--- config.mk ---
export PLATFORM = sky130hd
export DESIGN_NAME = egk_stream_binarizer
export DESIGN_NICKNAME = d
export VERILOG_FILES = /design/src/rtl/egk_stream_binarizer.sv
export SDC_FILE = /design/constraint.sdc
export NUM_CORES = 1
export LEC_CHECK = 0
export ABC_CLOCK_PERIOD_IN_PS = 3100
export BUFFER_PORTS_ARGS = -buffer_cell sky130_fd_sc_hd__buf_2
export CORE_UTILIZATION = 58
export CTS_CLUSTER_DIAMETER = 30
export DETAILED_ROUTE_END_ITERATION = 12
export PLACE_DENSITY = 0.81
export REMOVE_ABC_BUFFERS = 1
export SKIP_CTS_REPAIR_TIMING = 1
export SLEW_MARGIN = 15
export SYNTH_ARGS = -nofsm -noshare
export SYNTH_HDL_FRONTEND = slang
export SYNTH_SLANG_ARGS = --single-unit
--- constraint.sdc ---
create_clock -name clk -period 3.1 [get_ports clk]
set_input_delay 0.465 -clock clk [delete_from_list [all_inputs] [get_ports clk]]
set_output_delay 0.465 -clock clk [all_outputs]
set_load 0.02 [all_outputs]
--- src/rtl/egk_stream_binarizer.sv ---
// k-th order Exp-Golomb binarizer: one bin per clock, valid/ready on both sides.
// Optional EGK_OVERFLOW_CHECK_EN: truncate at MAX_BITS bins and flag overflow.
module egk_stream_binarizer #(
  parameter int SYMBOL_BITS = 8,
  parameter int MAX_BITS    = 32,
  parameter int LEN_BITS    = $clog2(MAX_BITS+1)
) (
  input  logic                   clk,
  input  logic                   rst_n,
  input  logic                   in_valid,
  output logic                   in_ready,
  input  logic [3:0]             k_param,
  input  logic [1:0]             mode,
  input  logic [SYMBOL_BITS-1:0] symbol_val,
  output logic                   out_valid,
  input  logic                   out_ready,
  output logic [MAX_BITS-1:0]    code,
  output logic [LEN_BITS-1:0]    code_len,
  output logic                   overflow
);
  localparam int VAL_BITS = SYMBOL_BITS + 1;
  localparam int KB       = $clog2(SYMBOL_BITS + 1);
  localparam logic signed [VAL_BITS:0] ONE = 1;

  typedef enum logic [2:0] {S_IDLE, S_PREFIX, S_SUFFIX, S_SIGN, S_OUT} state_t;

  typedef struct packed {
    logic [KB-1:0]       k;
    logic [VAL_BITS-1:0] v;
    logic                sign_en;
    logic                neg;
  } sym_t;

  state_t                state, state_nxt;
  sym_t                  sym_q, sym_in;
  logic [KB-1:0]         cnt_q;
  logic [VAL_BITS-1:0]   pow_k, v_shr;
  logic signed [VAL_BITS:0] s_ext, s_dbl, m_val;
  logic                  accept, shift_req, ovf_hit, ge_pow, k_sat, bin;

  assign in_ready  = rst_n && (state == S_IDLE);
  assign out_valid = (state == S_OUT);
  assign accept    = in_valid && in_ready;
  assign shift_req = (state == S_PREFIX) || (state == S_SUFFIX) || (state == S_SIGN);
  assign pow_k     = VAL_BITS'(1) << sym_q.k;
  assign v_shr     = sym_q.v >> cnt_q;
  assign ge_pow    = (sym_q.v >= pow_k);
  assign k_sat     = (sym_q.k == KB'(SYMBOL_BITS));

`ifdef EGK_OVERFLOW_CHECK_EN
  // A bin arriving with the register already full is dropped.
  assign ovf_hit = shift_req && (code_len == LEN_BITS'(MAX_BITS));
`else
  assign ovf_hit = 1'b0;
`endif

  // Symbol mapping evaluated on the input side, captured on accept.
  always_comb begin
    sym_in = '0;
    s_ext  = {{2{symbol_val[SYMBOL_BITS-1]}}, symbol_val};
    s_dbl  = s_ext <<< 1;
    m_val  = '0;
    case (mode)
      2'b01:   m_val = symbol_val[SYMBOL_BITS-1] ? -s_ext : s_ext;
      2'b10:   m_val = (!s_ext[VAL_BITS] && (s_ext != '0)) ? (s_dbl - ONE) : -s_dbl;
      default: m_val = {2'b00, symbol_val};
    endcase
    sym_in.v       = m_val[VAL_BITS-1:0];
    sym_in.k       = (int'(k_param) > SYMBOL_BITS) ? KB'(SYMBOL_BITS) : KB'(k_param);
    sym_in.sign_en = (mode == 2'b01) && (|symbol_val);
    sym_in.neg     = (mode == 2'b01) && symbol_val[SYMBOL_BITS-1];
  end

  always_comb begin
    state_nxt = state;
    bin       = 1'b0;
    case (state)
      S_IDLE: if (accept) state_nxt = S_PREFIX;
      S_PREFIX: begin
        bin = ge_pow;
        if (!ge_pow) begin
          if (sym_q.k != '0)       state_nxt = S_SUFFIX;
          else if (sym_q.sign_en)  state_nxt = S_SIGN;
          else                     state_nxt = S_OUT;
        end
      end
      S_SUFFIX: begin
        bin = v_shr[0];
        if (cnt_q == '0) state_nxt = sym_q.sign_en ? S_SIGN : S_OUT;
      end
      S_SIGN: begin
        bin       = sym_q.neg;
        state_nxt = S_OUT;
      end
      S_OUT: if (out_ready) state_nxt = S_IDLE;
      default: state_nxt = S_IDLE;
    endcase
    if (ovf_hit) state_nxt = S_OUT;
  end

  always_ff @(posedge clk or negedge rst_n) begin
    if (!rst_n) state <= S_IDLE;
    else        state <= state_nxt;
  end

  always_ff @(posedge clk or negedge rst_n) begin
    if (!rst_n) begin
      sym_q    <= '0;
      cnt_q    <= '0;
      code     <= '0;
      code_len <= '0;
      overflow <= 1'b0;
    end else if (accept) begin
      sym_q    <= sym_in;
      code     <= '0;
      code_len <= '0;
      overflow <= 1'b0;
    end else if (ovf_hit) begin
      overflow <= 1'b1;
    end else if (shift_req) begin
      code     <= {code[MAX_BITS-2:0], bin};
      code_len <= code_len + 1'b1;
      if (state == S_PREFIX) begin
        if (ge_pow) begin
          sym_q.v <= sym_q.v - pow_k;
          if (!k_sat) sym_q.k <= sym_q.k + 1'b1;
        end else begin
          cnt_q <= sym_q.k - 1'b1;
        end
      end
      if (state == S_SUFFIX) cnt_q <= cnt_q - 1'b1;
    end
  end

endmodule

==> results.cfg <==
[outcome]
outcome = finished with violations
violations = design-rule violations

[sta]
slew_violations = 0
worstMarginPinSlew_ns = 0.755
hold_viol_final = 0
period_minus_slack_ns = 2.88
layout_worst_path_cycle_share_pct = 92.9
setup_tns_ns = 0
fmax_ghz = 0.347
timing.slew.headroom_pct = 49.7
rsz0062_at_grt = false
fin_worst_skew_ns = 0.0108
final-setup-viol-count = 0

[job]
cap_viol_max_count = 0

[synthesis]
synthFlopType = dfrtp_1
synth_warnings = 0
synth.distinct_cells = 68
synth_edf_count = 0
syn_area_mm2 = 0.00399
synthCells = 467
ys_seq_area_share_pct = 37.6
async_flop_share_pct = 100
post_synth.cell_area_avg_um2 = 8.55
synth-seq-cells = 60

[power]
p_seq_share_pct = 31.2
clkPwrFrac_pct = 15.6
peakVddDrop_mv = 0.461
pwr_density_cell_mw_per_mm2 = 991
netSwitchingFraction_pct = 47.6
power.share.combinational_pct = 53.2
internal_power_mw = 2.33
p_sw_mw = 2.11
p_leak_nw = 2.14

[drt]
topRoutingLayerUsed = met4
drt-met1-wl_um = 4240
drt-initial-drc-count = 300
routedWlPerCell_um = 16.2
drc = 5
drtAntennaViolNets = 0
met2_length_um = 4610
wl_met3_um = 535
drt-total-wl_um = 9570
drtPass1Iterations = 9
vias = 3659
via_per_inst = 6.18

[global_routing]
grt_max_degree = 61
grt_pass1_vias = 3279
grt_use_total_pct = 27.9
grt.overflow.total = 0
grt_pass1_wl_um = 15900
antenna_found_initial = 0

[clock_tree]
clk_latency_ns = 0.35
cts_buffer_depth = 2
clock_sinks = 60
cts.clk_slew.worst_paths_ns = 0.08
root_buffer = clkbuf_8
htree_levels = 3
cts_tree = yes
cts_buffers = 9

[critical_path]
cp_slowest_stage_delay_ns = 0.64
r2r_start = sym_q[12]
r2r_end = sym_q[4]
critPathBufInv = 0
crit_type = register to register
rr_worst_depth = 10
endpoint_kind = register
start_kind = register
crit_required_ns = 3.32
cp-startpoint = sym_q[12]
worstPathArrival_ns = 3.10
cp_max_fo = 16
crit_family = compound AO/OA/AOI/OAI gates
critical_path.most_common_cell = ha_1
critical_path.slowest_cell = o22ai_2
regToRegSetupSlack_ns = 0.22
cp_cell_sequence = ha_1 > ha_1 > nand2b_1 > ha_1 > nand4_1 > o21bai_1 > a21oi_1 > o22ai_2 > mux2i_1 > o22ai_1

[die]
core_mm2 = 0.00649
die_h_um = 85.0
die_w_um = 85.0
num_rows = 29
start_util_pct = 61.5
dieArea_mm2 = 0.00722
ios = 59

[cells_and_area]
final_common_cell = nand2_1
ff_latch_area_mm2 = 0.00150
drive_above_1_share_pct = 19.0
area_growth_pct = 12.2
finish.instance_area_mm2 = 0.00448
layout_common_cells = 99 x nand2_1, 60 x dfrtp_1, 57 x buf_2, 39 x a21oi_1, 31 x nand3_1
fillers = 532
fin_nets = 550
diodes = 0
multiInputGateArea_mm2 = 0.00228

[placement]
gp_routability_congestion = 0.924
dp_hpwl_um = 6750
placedInstanceArea_mm2 = 0.00429
port_buffers = 57

[min_path]
hp-class = input port to async pin
-- metal layers --
layer  GRT usage, %  vias to the layer above
met5              0                        -
li1               -                     1736
met1           37.1                     1780
met4           10.2                        0
met2           45.2                      127
met3           6.13                       16
-- state kept, by name, indices dropped and copies added, names as in the netlist --
name and count:
state 3, cnt_q 4, sym_q 15, code_len 6, code 32
-- final cells by class --
cell class | instances | area share [%]
well taps | 77 | 2.15
clock inverters | 7 | 1.48
repair buffers | 63 | 7.65
flip-flops and latches | 60 | 33.5
multi-input cells | 358 | 50.9
clock buffers | 9 | 2.76
inverters | 18 | 1.51
-- power by group through the flow --
stage                     Combinational (mW)  Clock [mW]  Sequential, mW
after floorplan                         1.59           0            1.44
after global placement                  2.28           0            1.37
after detailed placement                2.34           0            1.38
after CTS                               2.36       0.701            1.37
after global routing                    2.62       0.734            1.42
final                                   2.36       0.693            1.38
-- stage by stage --
step                      hold slack (ns)  power [mW]  util (%)  cells  setup WS, ns
after floorplan                     0.169        3.03         -    436         0.512
after global placement              0.469        3.65      66.1    576         0.375
after detailed placement            0.482        3.72      66.1    576         0.284
after CTS                           0.312        4.43      69.0    592         0.254
after global routing                0.320        4.77      69.0    592       0.00872
final                               0.280        4.44      69.0    592         0.220
-- cells by family after synthesis --
logic type	share of synthesized area (%)
other	0.0939
and+or+nand+nor	24.8
DFF	37.6
buffers and inverters	5.23
adders and majority gates	7.08
AOI/OAI and AO/OA	18.6
muxes	2.13
xor gates and xnor gates	4.39
-- how the worst max path moves through the flow --
stage | to | slack (ns) | depth (start not counted)
6_report | sym_q[4] | 0.22 | 10
5_1_grt | sym_q[8] | 0.009 | 10
4_1_cts | sym_q[4] | 0.25 | 10
3_5_place_dp | sym_q[4] | 0.28 | 10
3_3_place_gp | sym_q[4] | 0.37 | 10
2_1_floorplan | sym_q[8] | 0.51 | 5
-- synthesized netlist by cell type (all sizes together) (2+ instances only) --
cell / instances / area, um2
o21a: 5 / 37.5
mux2i: 4 / 40.0
buf: 13 / 73.8
o21bai: 2 / 15.0
or4: 3 / 22.5
nor2b: 6 / 37.5
or3: 5 / 31.3
o22ai: 4 / 45.0
nor4: 2 / 12.5
o211ai: 7 / 66.3
nand2b: 7 / 43.8
nand3: 31 / 155
mux4: 2 / 45.0
clkbuf: 18 / 67.6
nor3: 8 / 45.0
a311o: 3 / 30.0
and3: 3 / 18.8
a21oi: 40 / 211
inv: 18 / 67.6
nand4b: 2 / 17.5
nand4: 6 / 37.5
xnor2: 11 / 96.3
nor4b: 4 / 62.6
o21ai: 17 / 85.1
a21o: 2 / 15.0
nor2: 20 / 80.1
a221oi: 5 / 56.3
a31oi: 3 / 18.8
a31o: 3 / 26.3
dfrtp: 60 / 1500
nor3b: 2 / 20.0
ha: 21 / 263
nand2: 99 / 372
o31ai: 4 / 30.0
xor2: 9 / 78.8
-- worst register-to-register path: cells and delay by family (launching register included) --
kind            cells  cell delay [ns]
fa+ha+maj           3             0.77
simple gates        2             0.22
mux                 1             0.27
compound gates      4             1.04
flops               1             0.46
(Power assumes the default switching activity.)
